<file path="config.mk">
export PLATFORM = sky130hd
export DESIGN_NAME = div_config_loader
export DESIGN_NICKNAME = d
export VERILOG_FILES = /design/src/rtl/div_config_loader.sv
export SDC_FILE = /design/constraint.sdc
export NUM_CORES = 1
export LEC_CHECK = 0
export CORE_ASPECT_RATIO = 0.7
export CORE_UTILIZATION = 55
export CTS_CLUSTER_SIZE = 24
export DETAILED_ROUTE_END_ITERATION = 16
export PLACE_DENSITY_LB_ADDON = 0.25
export SYNTH_ARGS = -nofsm -noshare
export SYNTH_HDL_FRONTEND = slang
export SYNTH_SLANG_ARGS = --single-unit
</file>
<file path="constraint.sdc">
create_clock -name Clk -period 5.85 [get_ports Clk]
set_input_delay 1.755 -clock Clk [delete_from_list [all_inputs] [get_ports Clk]]
set_output_delay 1.755 -clock Clk [all_outputs]
set_load 0.005 [all_outputs]
</file>
<file path="src/rtl/div_config_loader.sv">
// div_config_loader: loads a divisor word serially (MSB first), checks it,
// and hands it to a frequency divider through Din with a one-cycle ConfigDiv
// strobe, then enables the divider while in RUN.
//
// Optional feature macro: PARITY_CHECK_EN. When it is defined, WIDTH+1 bits
// are accepted and the last one is an even-parity bit over the data bits.
//
// Serial handshake: there is no ready signal. A bit is accepted on every
// rising edge where the FSM is in SHIFT, SerValid=1 and Start=0. SerValid
// in any other state is ignored.
//
// fsm_state exposes the state register for debug:
//   0=IDLE 1=SHIFT 2=CHECK 3=LOAD 4=RUN
module div_config_loader #(
  parameter int WIDTH = 32
) (
  input  logic             Clk,
  input  logic             Reset,
  input  logic             Start,
  input  logic             SerData,
  input  logic             SerValid,
  input  logic             Run,
  output logic [WIDTH-1:0] Din,
  output logic             ConfigDiv,
  output logic             Enable,
  output logic             Busy,
  output logic             Done,
  output logic             Error,
  output logic [2:0]       fsm_state
);

`ifdef PARITY_CHECK_EN
  localparam int NBITS = WIDTH + 1;
`else
  localparam int NBITS = WIDTH;
`endif
  localparam int CW = $clog2(NBITS + 1);

  typedef enum logic [2:0] {
    IDLE  = 3'd0,
    SHIFT = 3'd1,
    CHECK = 3'd2,
    LOAD  = 3'd3,
    RUN   = 3'd4
  } state_t;

  state_t           state;
  state_t           next_state;
  logic [NBITS-1:0] shift_reg;
  logic [CW-1:0]    bit_cnt;
  logic [WIDTH-1:0] data_word;
  logic             load_bad;
  logic             start_new;
  logic             accept_bit;
  logic             last_bit;

  logic [WIDTH-1:0] din_nxt;
  logic             config_div_nxt;
  logic             enable_nxt;
  logic             busy_nxt;
  logic             done_nxt;
  logic             error_nxt;

  // Data bits sit above the parity bit when parity is compiled in.
`ifdef PARITY_CHECK_EN
  assign data_word = shift_reg[NBITS-1:1];
  assign load_bad  = (data_word == '0) || (^shift_reg);
`else
  assign data_word = shift_reg;
  assign load_bad  = (data_word == '0);
`endif

  // Start clears and (re)starts a load from IDLE, RUN or SHIFT.
  assign start_new  = Start && (state == IDLE || state == RUN || state == SHIFT);
  assign accept_bit = (state == SHIFT) && SerValid && !Start;
  assign last_bit   = accept_bit && (bit_cnt == CW'(NBITS - 1));

  assign fsm_state = state;

  // State register.
  always_ff @(posedge Clk or posedge Reset) begin
    if (Reset) state <= IDLE;
    else       state <= next_state;
  end

  // Next-state logic.
  always_comb begin
    next_state = state;
    case (state)
      IDLE:    if (Start) next_state = SHIFT;
      SHIFT:   if (Start) next_state = SHIFT;
               else if (last_bit) next_state = CHECK;
      CHECK:   next_state = load_bad ? IDLE : LOAD;
      LOAD:    next_state = RUN;
      RUN:     if (Start) next_state = SHIFT;
      default: next_state = IDLE;
    endcase
  end

  // Shift register and bit counter; the counter never wraps because SHIFT is
  // left on the edge that accepts the final bit.
  always_ff @(posedge Clk or posedge Reset) begin
    if (Reset) begin
      shift_reg <= '0;
      bit_cnt   <= '0;
    end else if (start_new) begin
      shift_reg <= '0;
      bit_cnt   <= '0;
    end else if (accept_bit) begin
      shift_reg <= {shift_reg[NBITS-2:0], SerData};
      bit_cnt   <= bit_cnt + CW'(1);
    end
  end

  // Output next values, derived from the state being entered.
  always_comb begin
    din_nxt        = Din;
    config_div_nxt = (next_state == LOAD);
    enable_nxt     = (next_state == RUN) && Run;
    busy_nxt       = (next_state == SHIFT) || (next_state == CHECK) ||
                     (next_state == LOAD);
    done_nxt       = (state == LOAD);
    error_nxt      = Error;
    if (next_state == LOAD) din_nxt = data_word;
    if (state == CHECK && load_bad) error_nxt = 1'b1;
    else if (Start && (state == IDLE || state == RUN)) error_nxt = 1'b0;
  end

  // Output registers.
  always_ff @(posedge Clk or posedge Reset) begin
    if (Reset) begin
      Din       <= '0;
      ConfigDiv <= 1'b0;
      Enable    <= 1'b0;
      Busy      <= 1'b0;
      Done      <= 1'b0;
      Error     <= 1'b0;
    end else begin
      Din       <= din_nxt;
      ConfigDiv <= config_div_nxt;
      Enable    <= enable_nxt;
      Busy      <= busy_nxt;
      Done      <= done_nxt;
      Error     <= error_nxt;
    end
  end

endmodule

</file>
Word level (Yosys, flattened, before mapping) --
Index checks and enable logic that the tools add are counted.
Storage, ports and cells: output and inout port bits 40, bits in registers 78
Operators by class: reductions and logical operators 17, mux-type cells 11, equality and inequality tests 9, add/subtract/negate cells 1
Operator list (number):
- 32-bit 2-to-1 mux | 2
- 32-bit zero test | 1
- 3-bit by 2-bit == test with 1-bit output (second input constant) | 4
- 6-bit 2-to-1 mux | 2
- 3-bit case mux with 4 select lines | 1
- 3-bit 2-to-1 mux | 3
- 1-bit logical AND | 7
- 6-bit by 1-bit adder with 6-bit output (second input constant) | 1
- 3-bit by 1-bit == test with 1-bit output (second input constant) | 2
- 3-bit == test (second input constant) | 2
- 6-bit by 5-bit == test with 1-bit output (second input constant) | 1
- 1-bit logical OR | 4
- 2-bit nonzero test | 2
- 3-bit zero test | 1
- 1-bit 2-to-1 mux | 2
- 2-bit 2-to-1 mux | 1
- 2-bit OR reduction | 1
- 1-bit zero test | 1

Depth between registers and ports, before layout --
depth in word-level cells 10, mapped depth 6, mapped depth without buffers 5

Worst setup path after synthesis --
OpenSTA, ideal clock, no wires.
kind input port to flip-flop, start input port SerValid, end register shift_reg[25], in the netlist data_word[25], setup time 0.078 ns, required time 5.772 ns, data arrival time 2.486 ns, stages on the path 5, slack 3.286 ns, buffers on the path 1, path through nor2b_1 -> nand2_1 -> clkbuf_1 -> nand2_1 -> a21oi_1
Between the ends: word-level cells in the longest chain between the ends 3
Ends and longest elaborated chain:
- start: declaration | RTL line 21 | input logic SerValid,
- 1-bit logical AND (2 in series) | RTL line 75 | assign accept_bit = (state == SHIFT) && SerValid && !Start;
- 2-bit nonzero test (no line)
- end signal: assignment | RTL line 110 | shift_reg <= {shift_reg[NBITS-2:0], SerData};
- end: declaration | RTL line 49 | logic [NBITS-1:0] shift_reg;
Every way passes these cells. A chain may end at the register's enable or synchronous reset.

Worst setup path after layout --
start input port Start, end register shift_reg[16], in the netlist data_word[16]
Between the ends: word-level cells in the longest chain between the ends 3, elaborated cells between the ends (all ways) 5, those cells by class mux (1); reduce/logical (4)
Ends and longest elaborated chain:
- start: declaration | RTL line 19 | input logic Start,
- 1-bit zero test | RTL line 75
- 1-bit logical AND | RTL line 75
- 2-bit nonzero test (no line)
Parallel ways exist; a longest one is shown, timed or not.

==> flow_summary.toml <==
[global_route]
grt_usage = 0.221
grt_pass1_vias = 2105
antenna_found_initial = 0
grt_max_degree = 46
grt.overflow.total = 0
grt_pass1_wl_um = 10200

[clock_network]
cts_tree = "yes"
clockBufferDepth = 2
clk_pin_slew_worst_paths_ns = 0.07
clock-sinks = 78
post_cts_buffers = 0
root_buffer = "clkbuf_8"
hold_buffers = 0
cts_buffers = 9
clkLatencyLatePin_ns = 0.34
htree_num_levels = 3
cts_resized = 0

[timing]
finalHoldViolations = 0
clock_skew_ns = 0.00394
fin_tns_setup_ns = 0
worst_pin_slew_ns = 1.10
relSlewSlack = 0.266
fin_crit_ns = 3.28
rsz0062_at_grt = "false"
slew_violations = 0
final.setup.worst_slack_ns = 2.57
timing.final.crit_share = 0.560
setup_violations = 0
fmax_mhz = 305

[pwr]
leakage_nw = 1.82
vdd_drop_max_v = 0.000171
powerDensity_nw_per_um2 = 253

[worst_setup_path]
crit_path_start_kind = "input pin"
endpoint_kind = "register"
worstPathMaxFanout = 33
slowest_delay_ns = 0.80
r2r_start = "data_word[5]"
crit_start = "Start"
r2r_end = "Din[31]"
ff2ff_setup_slack_ns = 3.32
cp.arrival_ns = 3.54
crit_chain = "clkdlybuf4s50_1, nor2b_1, nand2_1, nand2_1, a21oi_1"
worstSetupPathType = "in -> reg"
crit_slowest_cell = "nand2_1"
r2r_cells = 5
required_ns = 6.11
worst_path_most_repeated_cell = "nand2_1"
crit_end = "data_word[16]"

[run]
cap_violations = 0

[logic_synthesis]
yosysWarnings = 0
synth_nets = 284
synth_top_cell_by_area = "dfrtp_1"
synth_most_common_cell = "dfrtp_1"
synth.avg_cell_area_um2 = 11.7
ys.flop_type = "dfrtp_1"
synth_edf_count = 0
ys_seq_elements = 78
async_flop_share = 1.00
synth_area_leaders = "dfrtp_1 (60%), mux2_4 (9.3%), nand2_1 (8.0%)"
netlist_instances = 277
ys_types = 33
yosysTopAreaCellShare = 0.603
synth_commonest_cells = "dfrtp_1 (78), nand2_1 (69), a21oi_1 (33)"
syn_area_um2 = 3230
synth_seq_area_share = 0.603

[layout]
syn_to_final_growth_pct = 21.7
finalNetCount = 329
num_antenna_cells = 0
drive_gt1_frac = 0.144

[detailed_routing]
drtPass1Iterations = 4
routed_via_density = 5.40
vias = 2153
drt_iter0_drc = 107
wire_per_inst_um = 14.9
wl_um = 5960
ant_nets = 0
route.detailed.drc = 0

[floorplan]
die_width_um = 93.7
die_y_um = 66.2
boundaryPins = 46
core_um2 = 5450
die-area_um2 = 6200
rows = 22
initial_core_util = 0.593

[placed_design]
portBuffers = 45
dpl.hpwl_um = 3740
gp_congestion = 0.726
dp_slack_ns = 2.25

[worst_hold_path]
hold_path_class = "reg -> reg"
hold_depth = 1

[outcome]
outcome = "completed"
routing by layer:
| metal | vias to the layer above | wire length [µm] | track usage |
|---|---|---|---|
| met3 | 6 | 304 | 0.0655 |
| li1 | 1034 | - | - |
| met4 | 0 | 58 | 0.0769 |
| met5 | - | 0 | 0 |
| met1 | 1060 | 2930 | 0.308 |
| met2 | 53 | 2670 | 0.333 |
stage by stage:
step                      cell area, µm²  std cells  hold WS, ns   util  total power, mW
after global routing                3940        399        0.509  0.722             1.04
after floorplan                     3230        277        0.476      -            0.575
after detailed placement            3720        383        0.484  0.682            0.585
final                               3940        399        0.495  0.722            0.997
after CTS                           3940        399        0.502  0.722             1.01
after global placement              3720        383        0.476  0.682            0.584
worst min-delay path by stage:
stage | start | endpoint | slack, ns
after floorplan | bit_cnt[5] | fsm_state[1] | 0.48
after global placement | Din[31] | Din[31] | 0.48
after detailed placement | Din[4] | Din[4] | 0.48
after CTS | Din[31] | Din[31] | 0.50
after global routing | Din[5] | Din[5] | 0.51
final | Din[31] | Din[31] | 0.49
layout make-up:
type	count	area, µm²
Clock buffer	13	179
Clock inverter	3	40.0
Fill cell	383	1520
Inverter	4	15.0
Multi-Input combinational cell	181	1190
Sequential cell	78	1950
Tap cell	72	90.1
Timing Repair Buffer	48	473
kinds of logic (layout without fill, tap and decap cells):
group,after synthesis,in the layout,synth area share
multiplexers,32,32,0.135
AO/OA/AOI/OAI,39,39,0.0681
buffers and inverters,18,68,0.0306
AND/OR/NAND/NOR,104,104,0.146
adder cells (fa/ha/maj),1,1,0.00387
XOR/XNOR,5,5,0.0135
flip-flops,78,78,0.603
worst max-delay path: cells and delay by family:
kind / cells / cell delay [ns]
and+or+nand+nor: 3 / 1.04
buffers and inverters: 1 / 0.53
AOI/OAI and AO/OA: 1 / 0.20
layout by cell type, fill, tap and decap left out, drive strengths merged, types with 2 or more instances in the layout:
| cell type | netlist | final |
|---|---|---|
| nor2 | 10 | 10 |
| o21ai | 2 | 2 |
| xnor2 | 4 | 4 |
| dfrtp | 78 | 78 |
| nor3b | 2 | 2 |
| clkbuf | 4 | 13 |
| nor4 | 10 | 10 |
| mux2 | 32 | 32 |
| nand2 | 69 | 69 |
| clkinv | 0 | 2 |
| clkdlybuf4s50 | 0 | 45 |
| inv | 4 | 4 |
| nand4 | 2 | 2 |
| nand3 | 4 | 4 |
| buf | 10 | 3 |
| a21oi | 33 | 33 |
| nor3 | 2 | 2 |
where the power goes:
group	internal (mW)	total [mW]	switching, mW
sequential	0.540	0.542	0.00148
combinational	0.00672	0.0320	0.0252
clock	0.242	0.423	0.181
total	0.789	0.997	0.208
state kept, by name, summed over array words and instances, names as in the netlist:
register	cells
Busy	1
data_word	32
Enable	1
Done	1
bit_cnt	6
ConfigDiv	1
fsm_state	3
Error	1
Din	32
No activity file was read; power rests on OpenSTA's default activity.
